<file path="config.mk">
export PLATFORM = sky130hd
export DESIGN_NAME = cp_iter_muldiv
export DESIGN_NICKNAME = d
export VERILOG_FILES = /design/src/rtl/cp_iter_muldiv.sv
export SDC_FILE = /design/constraint.sdc
export NUM_CORES = 1
export LEC_CHECK = 0
export CAP_MARGIN = 10
export CORE_ASPECT_RATIO = 0.75
export CORE_MARGIN = 4
export CORE_UTILIZATION = 52
export CTS_BUF_LIST = sky130_fd_sc_hd__clkbuf_2 sky130_fd_sc_hd__clkbuf_4 sky130_fd_sc_hd__clkbuf_8
export DETAILED_ROUTE_END_ITERATION = 10
export GPL_TIMING_DRIVEN = 0
export PLACE_DENSITY = 0.72
export SLEW_MARGIN = 40
export SYNTH_ARGS = -nofsm -noshare
export SYNTH_HDL_FRONTEND = slang
export SYNTH_SLANG_ARGS = --single-unit
</file>
<file path="constraint.sdc">
create_clock -name clk -period 6.3 [get_ports clk]
set_input_delay 1.89 -clock clk [delete_from_list [all_inputs] [get_ports clk]]
set_output_delay 1.89 -clock clk [all_outputs]
set_load 0.02 [all_outputs]
</file>
<file path="src/rtl/cp_iter_muldiv.sv">
// rtl/cp_iter_muldiv.sv - iterative 32-cycle shift-add multiply / restoring divide coprocessor
// Optional remainder output port cp_rem is enabled by defining CP_REM_EN.
module cp_iter_muldiv #(
    parameter int XLEN = 32
) (
    input  logic            clk,
    input  logic            reset,
    input  logic            cp_s,
    input  logic            cp_op,
    input  logic [XLEN-1:0] a,
    input  logic [XLEN-1:0] b,
    output logic            cp_done,
    output logic [XLEN-1:0] cp_result,
    output logic            busy
`ifdef CP_REM_EN
    ,
    output logic [XLEN-1:0] cp_rem
`endif
);

    typedef enum logic [1:0] {
        IDLE = 2'd0,
        RUN  = 2'd1,
        DONE = 2'd2
    } state_t;

    state_t state, next_state;

    logic [2*XLEN-1:0] acc;
    logic [2*XLEN-1:0] mcand;
    logic [XLEN-1:0]   shreg;
    logic [XLEN-1:0]   opb;
    logic [XLEN-1:0]   rem;
    logic              op;
    logic [5:0]        cnt;

    logic              start;
    logic              finish;
    logic              div0;
    logic [2*XLEN-1:0] mul_sum;
    logic [XLEN:0]     shifted;
    logic [XLEN:0]     diff;
    logic              qbit;
    logic [XLEN-1:0]   rem_next;

    assign div0     = op && (opb == '0);
    assign mul_sum  = acc + (shreg[0] ? mcand : '0);
    // Restoring step: shift next dividend bit into the remainder, keep the difference if no borrow.
    assign shifted  = {rem, shreg[XLEN-1]};
    assign diff     = shifted - {1'b0, opb};
    assign qbit     = ~diff[XLEN];
    assign rem_next = qbit ? diff[XLEN-1:0] : shifted[XLEN-1:0];
    assign busy     = ~cp_done;

    always_comb begin
        next_state = state;
        start      = 1'b0;
        finish     = 1'b0;
        case (state)
            IDLE: begin
                if (cp_s) begin
                    start      = 1'b1;
                    next_state = RUN;
                end
            end
            RUN: begin
                if (div0 || cnt == 6'(XLEN - 1)) begin
                    finish     = 1'b1;
                    next_state = DONE;
                end
            end
            DONE: begin
                start      = cp_s;
                next_state = cp_s ? RUN : IDLE;
            end
            default: next_state = IDLE;
        endcase
    end

    always_ff @(posedge clk or negedge reset) begin
        if (!reset) begin
            state   <= IDLE;
            cp_done <= 1'b1;
        end else begin
            state   <= next_state;
            cp_done <= (next_state != RUN);
        end
    end

    always_ff @(posedge clk or negedge reset) begin
        if (!reset) begin
            acc       <= '0;
            mcand     <= '0;
            shreg     <= '0;
            opb       <= '0;
            rem       <= '0;
            op        <= 1'b0;
            cnt       <= '0;
            cp_result <= '0;
`ifdef CP_REM_EN
            cp_rem    <= '0;
`endif
        end else if (start) begin
            acc   <= '0;
            mcand <= {{XLEN{1'b0}}, a};
            shreg <= cp_op ? a : b;
            opb   <= b;
            rem   <= '0;
            op    <= cp_op;
            cnt   <= '0;
        end else if (state == RUN) begin
            if (finish) begin
                if (op) begin
                    cp_result <= div0 ? '1 : {shreg[XLEN-2:0], qbit};
`ifdef CP_REM_EN
                    cp_rem    <= div0 ? shreg : rem_next;
`endif
                end else begin
                    cp_result <= mul_sum[XLEN-1:0];
                end
            end
            if (!div0) begin
                if (op) begin
                    rem   <= rem_next;
                    shreg <= {shreg[XLEN-2:0], qbit};
                end else begin
                    acc   <= mul_sum;
                    mcand <= mcand << 1;
                    shreg <= shreg >> 1;
                end
                if (cnt != 6'(XLEN - 1)) begin
                    cnt <= cnt + 6'd1;
                end
            end
        end
    end

endmodule

</file>
==> results.tsv <==
stage	metric	value	unit
floorplanning	chipHeight	145.5	um
synthesis	synth_area_leaders	dfrtp_1 (38%), mux2i_1 (6.5%), o21ai_0 (6.2%)	
synthesis	post_synth_num_cell_types	71	
synthesis	yosysSeqAreaShare	0.3857	
layout	final-instance-count-excl-fill	2037	
timing	setup_ws	2.210	ns
floorplanning	ioPinCount	102	
power	comb_power_share	0.614	
clock_network	numCtsBuffers	35	
clock_network	cts_tree	yes	
worst_setup_path	r2r-end	cp_result[22]	
routing	initialDrtViolationCount	1313	
floorplanning	coreArea	24900	um2
layout	syn2layout_area_growth	17.17	%
routing	drt_first_pass_iters	5	
timing	drv_slew	0	
global_route	grt_max_degree	69	
synthesis	synth_top_area_share	0.3837	
layout	drive_gt1_frac	0.05827	
min_path	min_path_cells	2	
layout	multiInputGateArea	7436	um2
clock_network	clkTransAtPathRegs	0.07	ns
min_path	min_path_type	reg2reg	
global_route	grt_pass1_vias	11840	
clock_network	h-tree-depth	2	
synthesis	synth-seq-cells	202	
flow_run	maxCapViolCount	0	
outcome	outcome	completed	
layout	fin_area	15360	um2
worst_setup_path	worstSetupStartpointType	flop	
routing	routed_via_density	6.236	
power	netSwitchingPower	0.004691	W
power	p_int	0.004954	W
worst_setup_path	critPathRequiredTime	6.69	ns
routing	vias	12700	
clock_network	worstSkewPairLatency	0.53	ns
timing	min_period	4.090	ns
timing	worstMarginPinSlew	0.9449	ns
worst_setup_path	r2r_start	shreg[0]	
place	gp_congestion	0.9651	
place	place_ws	2.050	ns
synthesis	syn_inst	1537	
timing	setup_viol	0	
clock_network	root_buffer	clkbuf_8	
timing	rsz0062_at_grt	false	
clock_network	clk_path_buf_depth	3	
clock_network	postCtsHoldBufs	0	
synthesis	synth_edf_count	0	
synthesis	synth_area	13110	um2
worst_setup_path	worstRegToRegCells	11	
place	portBuffers	100	
synthesis	synth_ff_type	dfrtp_1	
synthesis	async_reset_ff_frac	1.000	
power	switching_share	0.4863	
worst_setup_path	end_kind	flop	
place	dp_hpwl	33230	um
synthesis	synth_most_common_cell	dfrtp_1	
timing	slew_headroom	0.3701	
power	seqPwrFrac	0.251	
routing	wl_met3	4856	um
timing	holdWs	0.4752	ns
routing	antenna_left	0	
clock_network	cts_setup_buffers	0	
routing	avgRoutedWirePerCell	21.55	um
synthesis	post_synth.cell_area_avg	8.528	um2
worst_setup_path	critPathKind	reg2reg	
power	pwr-share-clk	0.135	
layout	finalNetCount	1811	
power	peakVddDrop	0.3274	mV
floorplanning	placementRows	50	
clock_network	cts_repair_resize_count	0	
place	dpl_cell_area	14620	um2
power	p_per_area	628.0	nW/um2
routing	drc_errors	0	
synthesis	ys_warn_count	0	
power	p_leak	6.860	nW
global_route	grt-ovfl-total	0	
layout	antenna_cells	0	
synthesis	synthTopCellsByCount	dfrtp_1 (201), nand2_1 (194), o21ai_0 (162)	
synthesis	synth_nets	1671	
global_route	grt.total_usage	0.3063	
layout	fin_util	0.6168	
min_path	min_from	cp_result[12]	
synthesis	synth_top_area_cell	dfrtp_1	
routing	wl_met2	17340	um
floorplanning	die_w	191.3	um
routing	highest_layer	met4	
routing	wl	43910	um
layout	seq_area	5056	um2
timing	hold_viol_final	0	
timing	clock.fmax	244.5	MHz
global_route	antenna_found_initial	0	
worst_setup_path	critPathArrivalTime	4.48	ns
min_path	min_to	cp_result[12]	
floorplanning	start_util	0.5264	
clock_network	cts_sinks	202	
routing	wl_met1	20610	um
place	placed_cells	1978	
timing	fin_skew	0.02834	ns
worst_setup_path	crit_path_max_fanout	10	
floorplanning	die-area	27840	um2
global_route	grt_pass1_wl	67690	um
timing	period_share	0.6491	
layout	nFillCells	2251	
worst_setup_path	reg2reg_slack	2.21	ns
[cell families (layout without fill, tap and decap cells)]
group / after synthesis / after routing / share of synthesized area
XOR/XNOR: 60 / 60 / 0.04009
AND/OR/NAND/NOR: 499 / 499 / 0.1745
AO/OA/AOI/OAI: 455 / 455 / 0.2130
buffers and inverters: 158 / 320 / 0.04706
adder cells (fa/ha/maj): 66 / 66 / 0.06415
multiplexers: 97 / 97 / 0.07551
flip-flops: 202 / 202 / 0.3857
[worst max-delay path: stages, from the launching register on]
cell	delay, ns
dfrtp_1	0.50
clkbuf_1	0.27
and2_1	0.23
fa_1	0.47
a211o_1	0.29
a21oi_1	0.33
a21oi_1	0.19
o21ai_0	0.62
o31ai_1	0.34
xor2_1	0.23
o21ai_0	0.34
o21ai_0	0.13
[routing by layer]
metal  up-vias  track usage
li1       5771            -
met1      6186       0.4935
met2       672       0.3987
met3        74      0.08106
met4         0      0.08435
met5         -            0
[cells in the final DEF (no fill, tap or decap), types with 10 or more instances in the layout]
cell type	count
o21ai_0	162
nor4_1	10
dfrtp_1	201
and2_1	34
xor2_1	28
a211oi_1	37
o221ai_1	10
nor3_1	11
a21oi_1	103
o21a_1	10
xnor2_1	32
ha_1	64
mux2i_1	85
mux2_2	10
nand3_1	71
a21o_1	23
inv_1	55
nand2_1	194
a31oi_1	41
clkdlybuf4s50_1	99
clkbuf_8	45
nor2_1	114
clkbuf_1	84
nand2b_1	12
nand4_1	14
[cell type report]
cell class	instances	share of cell area
Multi-Input combinational cell	1177	0.4842
Sequential cell	202	0.3292
Timing Repair Buffer	103	0.07088
Clock buffer	54	0.04473
Tap cell	338	0.02754
Buffer	103	0.02680
Inverter	55	0.01344
Clock inverter	5	0.003259
[flip-flops by register name (all words and copies together), names as in the netlist]
signal and cells:
cp_result 32, state 2, op 1, opb 32, cp_done 1, acc 32, cnt 6, rem 32
mcand 32, shreg 32
[metrics by stage]
stage | setup TNS [ns] | power (W)
after floorplan | 0 | 0.006500
after global routing | 0 | 0.01036
final | 0 | 0.009645
after CTS | 0 | 0.009512
after detailed placement | 0 | 0.008174
after global placement | -1084.62 | 0.008020
[power groups by stage]
stage | logic [W] | registers [W] | clock network [W]
after global routing | 0.00650 | 0.00248 | 0.00139
after detailed placement | 0.00576 | 0.00241 | 0
after CTS | 0.00580 | 0.00240 | 0.00131
after floorplan | 0.00416 | 0.00234 | 0
after global placement | 0.00562 | 0.00240 | 0
final | 0.00592 | 0.00242 | 0.00130
[worst max-delay path by stage]
| stage | to | from | depth (start not counted) | slack (ns) |
|---|---|---|---|---|
| floorplan | shreg[10] | cp_op | 4 | 3.25 |
| global placement | rem[22] | reset | 1 | -5.41 |
| detailed placement | shreg[21] | cp_s | 6 | 2.05 |
| CTS | cp_result[30] | shreg[0] | 11 | 2.42 |
| global route | cp_result[29] | shreg[0] | 11 | 2.04 |
| finish | cp_result[22] | shreg[0] | 11 | 2.21 |
(Power assumes the default switching activity.)
